## src/rtl/mcoi_motor_io_pkg.sv

```systemverilog
// Shared constants, types and helpers for the motor I/O conditioning stage.
// Optional pfail event counters are enabled by MCOI_PFAIL_COUNT_EN.
package mcoi_motor_io_pkg;

  localparam int DEFAULT_NUM_MOTORS = 16;
  localparam int PFAIL_CNT_W        = 8;

  typedef struct packed {
    logic pfail;
    logic sw_b;
    logic sw_a;
  } status_t;

  function automatic int dbnc_cnt_w(input int cycles);
    return $clog2(cycles + 1);
  endfunction

endpackage

```

## src/rtl/mcoi_debounce.sv

```systemverilog
// One-bit synchroniser plus debouncer; latency SYNC_STAGES+DEBOUNCE_CYCLES clk cycles.
// No flow control: the input is sampled every cycle.
module mcoi_debounce
  import mcoi_motor_io_pkg::*;
#(
  parameter int   SYNC_STAGES     = 2,
  parameter int   DEBOUNCE_CYCLES = 1000,
  parameter logic RESET_VAL       = 1'b0
) (
  input  logic clk,
  input  logic rst,
  input  logic d_i,
  output logic state_o,
  output logic upd_o
);

  localparam int             CW       = dbnc_cnt_w(DEBOUNCE_CYCLES);
  localparam logic [CW-1:0]  CNT_LAST = CW'(DEBOUNCE_CYCLES - 1);

  logic [SYNC_STAGES-1:0] sync_q, sync_d;
  logic [CW-1:0]          cnt_q, cnt_d;
  logic                   state_q, state_d;

  always_comb begin
    sync_d  = {sync_q[SYNC_STAGES-2:0], d_i};
    cnt_d   = '0;
    state_d = state_q;
    // Reaching the last count accepts the new level and restarts the counter.
    if (sync_q[SYNC_STAGES-1] != state_q) begin
      if (cnt_q == CNT_LAST) state_d = sync_q[SYNC_STAGES-1];
      else                   cnt_d   = cnt_q + 1'b1;
    end
  end

  always_ff @(posedge clk or posedge rst) begin
    if (rst) begin
      sync_q  <= {SYNC_STAGES{RESET_VAL}};
      cnt_q   <= '0;
      state_q <= RESET_VAL;
    end else begin
      sync_q  <= sync_d;
      cnt_q   <= cnt_d;
      state_q <= state_d;
    end
  end

  assign state_o = state_q;
  assign upd_o   = (state_d != state_q);

endmodule

```

## src/rtl/mcoi_motor_io_cond.sv

```systemverilog
// Motor pin conditioning: debounced status, pfail latch, glitch-free step gating; outputs 1 cycle after inputs.
// No flow control; optional per-channel pfail counters under MCOI_PFAIL_COUNT_EN.
module mcoi_motor_io_cond
  import mcoi_motor_io_pkg::*;
#(
  parameter int NUM_MOTORS      = DEFAULT_NUM_MOTORS,
  parameter int SYNC_STAGES     = 2,
  parameter int DEBOUNCE_CYCLES = 1000
) (
  input  logic                              clk,
  input  logic                              rst,
  input  logic [NUM_MOTORS-1:0]             pl_pfail,
  input  logic [NUM_MOTORS-1:0]             pl_sw_outa,
  input  logic [NUM_MOTORS-1:0]             pl_sw_outb,
  input  logic [NUM_MOTORS-1:0]             step_clk_i,
  input  logic [NUM_MOTORS-1:0]             step_dir_i,
  input  logic [NUM_MOTORS-1:0]             step_en_i,
  input  logic [NUM_MOTORS-1:0]             step_boost_i,
  input  logic [NUM_MOTORS-1:0]             pfail_clear_i,
  output logic [NUM_MOTORS-1:0]             pl_clk,
  output logic [NUM_MOTORS-1:0]             pl_dir,
  output logic [NUM_MOTORS-1:0]             pl_en,
  output logic [NUM_MOTORS-1:0]             pl_boost,
  output logic [NUM_MOTORS-1:0]             sw_a_o,
  output logic [NUM_MOTORS-1:0]             sw_b_o,
  output logic [NUM_MOTORS-1:0]             pfail_o,
  output logic [NUM_MOTORS-1:0]             pfail_latched_o,
  output logic [NUM_MOTORS-1:0]             blocked_o,
  output logic                              change_o,
  output logic [3*NUM_MOTORS-1:0]           change_mask_o,
  output logic [PFAIL_CNT_W*NUM_MOTORS-1:0] pfail_cnt_o
);

  logic [NUM_MOTORS-1:0] sw_a_db, sw_b_db, pfail_db;
  logic [NUM_MOTORS-1:0] upd_a, upd_b, upd_p;

  for (genvar i = 0; i < NUM_MOTORS; i++) begin : g_ch
    mcoi_debounce #(.SYNC_STAGES(SYNC_STAGES), .DEBOUNCE_CYCLES(DEBOUNCE_CYCLES), .RESET_VAL(1'b0))
      u_sw_a (.clk(clk), .rst(rst), .d_i(pl_sw_outa[i]), .state_o(sw_a_db[i]), .upd_o(upd_a[i]));
    mcoi_debounce #(.SYNC_STAGES(SYNC_STAGES), .DEBOUNCE_CYCLES(DEBOUNCE_CYCLES), .RESET_VAL(1'b0))
      u_sw_b (.clk(clk), .rst(rst), .d_i(pl_sw_outb[i]), .state_o(sw_b_db[i]), .upd_o(upd_b[i]));
    // pfail powers up asserted so the drivers stay off until the pin proves healthy.
    mcoi_debounce #(.SYNC_STAGES(SYNC_STAGES), .DEBOUNCE_CYCLES(DEBOUNCE_CYCLES), .RESET_VAL(1'b1))
      u_pfail (.clk(clk), .rst(rst), .d_i(~pl_pfail[i]), .state_o(pfail_db[i]), .upd_o(upd_p[i]));
  end

  logic [NUM_MOTORS-1:0]   latched_q, latched_d, blocked_q, blocked_d;
  logic [NUM_MOTORS-1:0]   clk_in_q, clk_in_d, pass_q, pass_d;
  logic [NUM_MOTORS-1:0]   pl_clk_q, pl_clk_d, pl_dir_q, pl_dir_d;
  logic [NUM_MOTORS-1:0]   pl_en_q, pl_en_d, pl_boost_q, pl_boost_d;
  logic                    change_q, change_d;
  logic [3*NUM_MOTORS-1:0] change_mask_q, change_mask_d;
  status_t                 upd_st;

  always_comb begin
    latched_d  = pfail_db | (latched_q & ~pfail_clear_i);
    // Gating uses the next latch value so a fresh fault blocks in the same cycle.
    blocked_d  = latched_d | (step_dir_i & sw_a_db) | (~step_dir_i & sw_b_db);
    clk_in_d   = step_clk_i;
    // Block is only re-sampled between pulses, so a running pulse is never cut short.
    pass_d     = (clk_in_q & pass_q) | (~clk_in_q & ~blocked_d);
    pl_clk_d   = step_clk_i & pass_d;
    pl_dir_d   = step_dir_i;
    pl_en_d    = step_en_i & ~latched_d;
    pl_boost_d = step_boost_i & pl_en_d;
    upd_st        = '0;
    change_mask_d = '0;
    for (int i = 0; i < NUM_MOTORS; i++) begin
      upd_st = '{pfail: upd_p[i], sw_b: upd_b[i], sw_a: upd_a[i]};
      change_mask_d[i]                = upd_st.sw_a;
      change_mask_d[NUM_MOTORS+i]     = upd_st.sw_b;
      change_mask_d[2*NUM_MOTORS+i]   = upd_st.pfail;
    end
    change_d = |change_mask_d;
  end

  always_ff @(posedge clk or posedge rst) begin
    if (rst) begin
      latched_q     <= '0;
      blocked_q     <= '0;
      clk_in_q      <= '0;
      pass_q        <= '0;
      pl_clk_q      <= '0;
      pl_dir_q      <= '0;
      pl_en_q       <= '0;
      pl_boost_q    <= '0;
      change_q      <= 1'b0;
      change_mask_q <= '0;
    end else begin
      latched_q     <= latched_d;
      blocked_q     <= blocked_d;
      clk_in_q      <= clk_in_d;
      pass_q        <= pass_d;
      pl_clk_q      <= pl_clk_d;
      pl_dir_q      <= pl_dir_d;
      pl_en_q       <= pl_en_d;
      pl_boost_q    <= pl_boost_d;
      change_q      <= change_d;
      change_mask_q <= change_mask_d;
    end
  end

  assign pl_clk          = pl_clk_q;
  assign pl_dir          = pl_dir_q;
  assign pl_en           = pl_en_q;
  assign pl_boost        = pl_boost_q;
  assign sw_a_o          = sw_a_db;
  assign sw_b_o          = sw_b_db;
  assign pfail_o         = pfail_db;
  assign pfail_latched_o = latched_q;
  assign blocked_o       = blocked_q;
  assign change_o        = change_q;
  assign change_mask_o   = change_mask_q;

`ifdef MCOI_PFAIL_COUNT_EN
  logic [NUM_MOTORS-1:0][PFAIL_CNT_W-1:0] pcnt_q, pcnt_d;

  always_comb begin
    pcnt_d = pcnt_q;
    for (int i = 0; i < NUM_MOTORS; i++) begin
      if (upd_p[i] && !pfail_db[i] && (pcnt_q[i] != '1)) pcnt_d[i] = pcnt_q[i] + 1'b1;
    end
  end

  always_ff @(posedge clk or posedge rst) begin
    if (rst) pcnt_q <= '0;
    else     pcnt_q <= pcnt_d;
  end

  assign pfail_cnt_o = pcnt_q;
`else
  assign pfail_cnt_o = '0;
`endif

endmodule

```

## config.mk

```make
export PLATFORM = sky130hd
export DESIGN_NAME = mcoi_motor_io_cond
export DESIGN_NICKNAME = d
export VERILOG_FILES = /design/src/rtl/mcoi_motor_io_pkg.sv /design/src/rtl/mcoi_debounce.sv /design/src/rtl/mcoi_motor_io_cond.sv
export SDC_FILE = /design/constraint.sdc
export NUM_CORES = 2
export LEC_CHECK = 0
export ABC_CLOCK_PERIOD_IN_PS = 78100
export CAP_MARGIN = 20
export CELL_PAD_IN_SITES_DETAIL_PLACEMENT = 1
export CELL_PAD_IN_SITES_GLOBAL_PLACEMENT = 1
export CORE_ASPECT_RATIO = 0.9
export CORE_MARGIN = 3
export CORE_UTILIZATION = 47
export DETAILED_ROUTE_END_ITERATION = 6
export PLACE_DENSITY = 0.9
export SETUP_SLACK_MARGIN = 0.15
export SLEW_MARGIN = 20
export SYNTH_ARGS = -nofsm -noshare
export SYNTH_HDL_FRONTEND = slang
export SYNTH_SLANG_ARGS = --single-unit
```

## constraint.sdc

```tcl
create_clock -name clk -period 78.1 [get_ports clk]
set_input_delay 15.62 -clock clk [delete_from_list [all_inputs] [get_ports clk]]
set_output_delay 15.62 -clock clk [all_outputs]
set_load 0.02 [all_outputs]
```

### Yosys cells after proc, flatten, opt, wreduce, memory -nomap -nowiden

Index checks and enable logic that the tools add are counted.

* flip-flop bits (word level): 801
* output and inout port bits: 321
* logic and storage cells: 572

* muxes and demuxes: 192
* bitwise logic cells: 33
* add/sub/neg operators: 48
* reductions and logical operators: 1
* equal/unequal tests: 144

Operators by type and width (count)
* 10-bit 2-to-1 mux: 96
* 10-bit by 1-bit adder with 10-bit output (second input constant): 48
* 10-bit equality test (second input constant): 48
* 16-bit bitwise AND: 8
* 1-bit 2-to-1 mux: 96
* 1-bit inequality test: 96
* 16-bit inverter: 5
* 16-bit bitwise OR: 4
* 48-bit OR reduction: 1
* 1-bit inverter: 16

### Longest topological paths before layout

* depth in word-level cells: 9
* depth in mapped cells: 6

### Cells and area by module

A second synthesis with hierarchy kept.

* cells, all modules: 3331
* area, all modules: 36894.1 um^2

By module, submodules not included
* mcoi_debounce (g_ch[0].u_sw_a ...): seq. area each 325.3 um^2, area each 623.1 um^2, cells an instance 59, times used 32
* mcoi_debounce (g_ch[0].u_pfail ...): seq. area each 329.1 um^2, area each 626.9 um^2, cells an instance 59, times used 16
* mcoi_motor_io_cond: seq. area each 4429.2 um^2, area each 6925.4 um^2, cells an instance 499, times used 1

### Least setup slack after synthesis

OpenSTA, ideal clock, no wires.

* kind: register -> output
* from: register g_ch[14].u_pfail.state_q
* to: output pfail_o[14]
* buffers on the path: 1
* stages on the path, launching flop included: 2
* arrival: 684 ps
* required time: 62480 ps
* setup slack: 61796 ps
* path through: dfstp_2 > buf_4

RTL lines
* start: declaration: RTL line mcoi_debounce.sv:22 `logic state_q, state_d;`
* start signal: assignment: RTL line mcoi_debounce.sv:43 `state_q <= state_d;`
* end: declaration: RTL line mcoi_motor_io_cond.sv:26 `output logic [NUM_MOTORS-1:0] pfail_o,`

No word-level cell between the ends.

==> summary.txt <==
Global route
  – Antenna violations before repair: 1
  – First-pass GRT wire length: approximately 140000 microns
  – Overflow left after global routing: 0
  – Busiest grt layer: met2
  – Met2 usage: 0.430
  – GRT Total Usage: 0.239
  – Grt met3 use: 0.0433
  – Largest net degree at the start of global routing: around 170
  – GR Util met1: 0.281
  – Number of global-route vias before repair: about 26000

Min path
  – Hold Startpoint: g_ch[13].u_sw_a.sync_q[0]
  – HP Class: flop to flop
  – WHS Endpoint: g_ch[13].u_sw_a.sync_q[1]
  – Min-Delay Path Depth: 0

Power
  – Pwr Total: ~920 uW
  – Leak: between 15 and 20 nW
  – Worst vdd ir: around 21 uV
  – Cell internal pwr: slightly above 700 uW
  – Sequential power share: 0.476
  – Pwr/cell area: between 20 and 25 nW/um^2
  – Sw Ratio: 0.232
  – Logic pwr share: 0.055
  – Psw: 213 uW
  – Clock power share: 0.469

Worst setup path
  – CP startpoint kind: primary input
  – Critical-path cell with the highest stage delay: buf_4
  – Crit Path Category: primary input to async pin
  – Worst setup EP type: async pin
  – RR Endpoint: change_o
  – Worst Path Required: roughly 79000 ps
  – Reg2reg path depth: 6
  – CP most frequent cell: buf_4
  – Crit path arrival time: between 15000 and 20000 ps
  – Critical Path, Cell by Cell: clkdlybuf4s50_1 > inv_8 > buf_12 > buf_4 > buf_4
  – Critical R2R Launch: g_ch[12].u_sw_a.cnt_q[0]
  – Largest fanout on the critical path: between 150 and 200
  – Reg2Reg Setup Slack: 75020 ps
  – Worst stage delay on the critical path: slightly below 800 ps

Finish
  – Non-filler instance count after layout: between 4000 and 5000
  – Nets: 3522
  – Fin area: roughly 40000 sq um
  – Layout cells sized above 1: 0.0876
  – Leading cell type in the layout, fill and taps excluded: dfrtp_1
  – Antenna diodes: 0
  – Syn-to-layout area delta: 19.1%
  – Most frequent cells in the layout: dfrtp_1, nor2_1, clkdlybuf4s50_1, xnor2_1, nand3_1

Clock network
  – CTS root buffer: clkbuf_16
  – Clock sink count: roughly 800
  – Post-CTS sizing: 0
  – Skew-Pair Late Insertion Delay: between 600 and 700 ps
  – H-tree levels: 3
  – CTS tree: built
  – Cts-stage hold buffer count: 0
  – CTS Buf Count: 84
  – Clk slew on worst S/H paths: approximately 60 ps
  – # Post-CTS Setup Buffers: 0
  – CTS Buffer Depth: 3

Logic synthesis
  – Async SR Flop Fraction: 1.00
  – Syn avg cell area: about 11 sq um
  – Top post-synthesis cells by area: dfrtp_1, xnor2_1, nor2_1
  – Seq/Total Area, Yosys: 0.597
  – Top FF cell, synth: dfrtp_1
  – Post-synthesis xor/xnor area fraction: 0.106
  – Post-synth EDFFs: 0
  – Simple-gate share of the synthesized area: 0.189
  – Synth Register Bits: about 800
  – Synthesis Warnings: 0
  – Post-synthesis cell count: around 3000
  – Mux cell area share after synthesis: 0.0208
  – Post-synthesis cell area: approximately 34000 sq um
  – Complex-gate fraction of the synthesized area: 0.0128
  – Main combinational cell family by area after synthesis: simple AND/OR/NAND/NOR gates
  – Area share of fa/ha/maj cells after synthesis: 0.0178
  – Area leader, netlist: dfrtp_1
  – Top-area cell type share of the netlist area: 0.560
  – Unique masters post-synth: between 40 and 50

Timing
  – Fin. Hold Viols: 0
  – Fmax: roughly 0.054 GHz
  – Fin Setup TNS: 0 ps
  – Tcrit/Tclk final: 0.235
  – Final Slew Violations: 0
  – Clock Skew: between 15 and 20 ps
  – Slew @ Worst Pin: ~1100 ps
  – Final Setup Violations: 0
  – Max transition margin: 0.281
  – Hold_ws: 342 ps
  – RSZ-0062 raised after global routing: no
  – Min cycle time layout: around 18000 ps

Drt
  – Routed vias: about 23000
  – Detail Route Antenna Nets: 0
  – Routed WL: roughly 89000 microns
  – First DRT Iteration DRCs: between 1000 and 1500
  – Wire per inst: 20.5 microns
  – DRC violation count after routing: 0
  – Vias per cell: roughly 5.3
  – DRT Pass-1 Iters: 4

Floorplanning
  – # IOs: about 450
  – Initial Util: 0.478
  – Full die area: between 70000 and 80000 sq um
  – FP Rows: a little over 90
  – Die Span Y: 260 microns
  – Die X: approximately 290 microns
  – Core area: a little over 70000 sq um

Placed design
  – Placed cells: 4198
  – IO buf count: ~320
  – Cell Area, Placed: about 37000 sq um
  – RePlAce Congestion: 0.795
  – HPWL Detailed: ~58000 microns

Job
  – Max-cap violations: 0

Status
  – Status: finished clean
-- kinds of logic after synthesis --
kind of cell	after synthesis
buf+inv	327
fa+ha+maj	48
compound gates	84
simple gates	1293
flops	801
other cells	1
mux	64
xor+xnor	407
-- worst max-delay path by stage --
stage | from | endpoint | cells after the start
final | rst | g_ch[10].u_sw_b.cnt_q[3] | 5
after global routing | rst | g_ch[10].u_sw_b.cnt_q[1] | 5
after CTS | rst | g_ch[10].u_sw_b.cnt_q[3] | 5
after detailed placement | rst | clk_in_q[10] | 5
after global placement | rst | clk_in_q[10] | 5
after floorplan | rst | blocked_o[0] | 1
-- sequential cells by signal (all words and copies together), names as in the netlist, 32 cells and up --
name / count
change_mask_o: 48
g_ch.u_sw_a.cnt_q: 160
g_ch.u_sw_b.cnt_q: 160
g_ch.u_pfail.cnt_q: 160
g_ch.u_pfail.sync_q: 32
g_ch.u_sw_b.sync_q: 32
g_ch.u_sw_a.sync_q: 32
-- per-stage QoR --
| step | util | setup slack [ps] |
|---|---|---|
| final | 0.569 | 59720 |
| after global placement | 0.527 | 58930 |
| after detailed placement | 0.527 | 58850 |
| after CTS | 0.569 | 59510 |
| after global routing | 0.569 | 59180 |
| after floorplan | - | 40070 |
-- critical path: cells and delay by family --
| family | cells | cell delay (ps) |
|---|---|---|
| buf+inv | 5 | 3230 |
-- cells in the mapped netlist, drive strengths merged (3+ instances only) --
cell,instances
dfrtp,753
nor2,511
xnor2,222
nand3,213
xor2,185
buf,176
and3,118
nand2,107
inv,103
nor3,66
nor4,61
clkbuf,48
dfstp,48
ha,48
mux2,48
nand4,48
or2,46
a21oi,41
o21ai,41
nand4b,34
and2,32
or3,28
mux2i,16
nand2b,6
and4,4
nand3b,4
nand4bb,4
or3b,3
or4,3
-- power groups by stage --
stage	logic [mW]	clock network, mW	registers, mW
3_5_place_dp	0.0496	0	0.444
6_report	0.0504	0.430	0.437
5_1_grt	0.0560	0.459	0.438
3_3_place_gp	0.0468	0	0.443
2_1_floorplan	0.0334	0	0.444
4_1_cts	0.0510	0.440	0.437
-- per-layer routing --
| metal | wire, microns | share of wire |
|---|---|---|
| met4 | 3550 | 0.040 |
| met1 | 35000 | 0.39 |
| met2 | 47200 | 0.53 |
| met5 | 0 | 0 |
| met3 | 3740 | 0.042 |
-- layout make-up --
type                            count  area (sq um)
Clock buffer                      116          2410
Timing Repair Buffer              330          3310
Multi-Input combinational cell   2024         12200
Tap cell                          940          1180
Clock inverter                     39           561
Sequential cell                   801         20100
Fill cell                        7373         30300
Inverter                          103           394
Note: power is estimated with default switching activity, not from simulation.
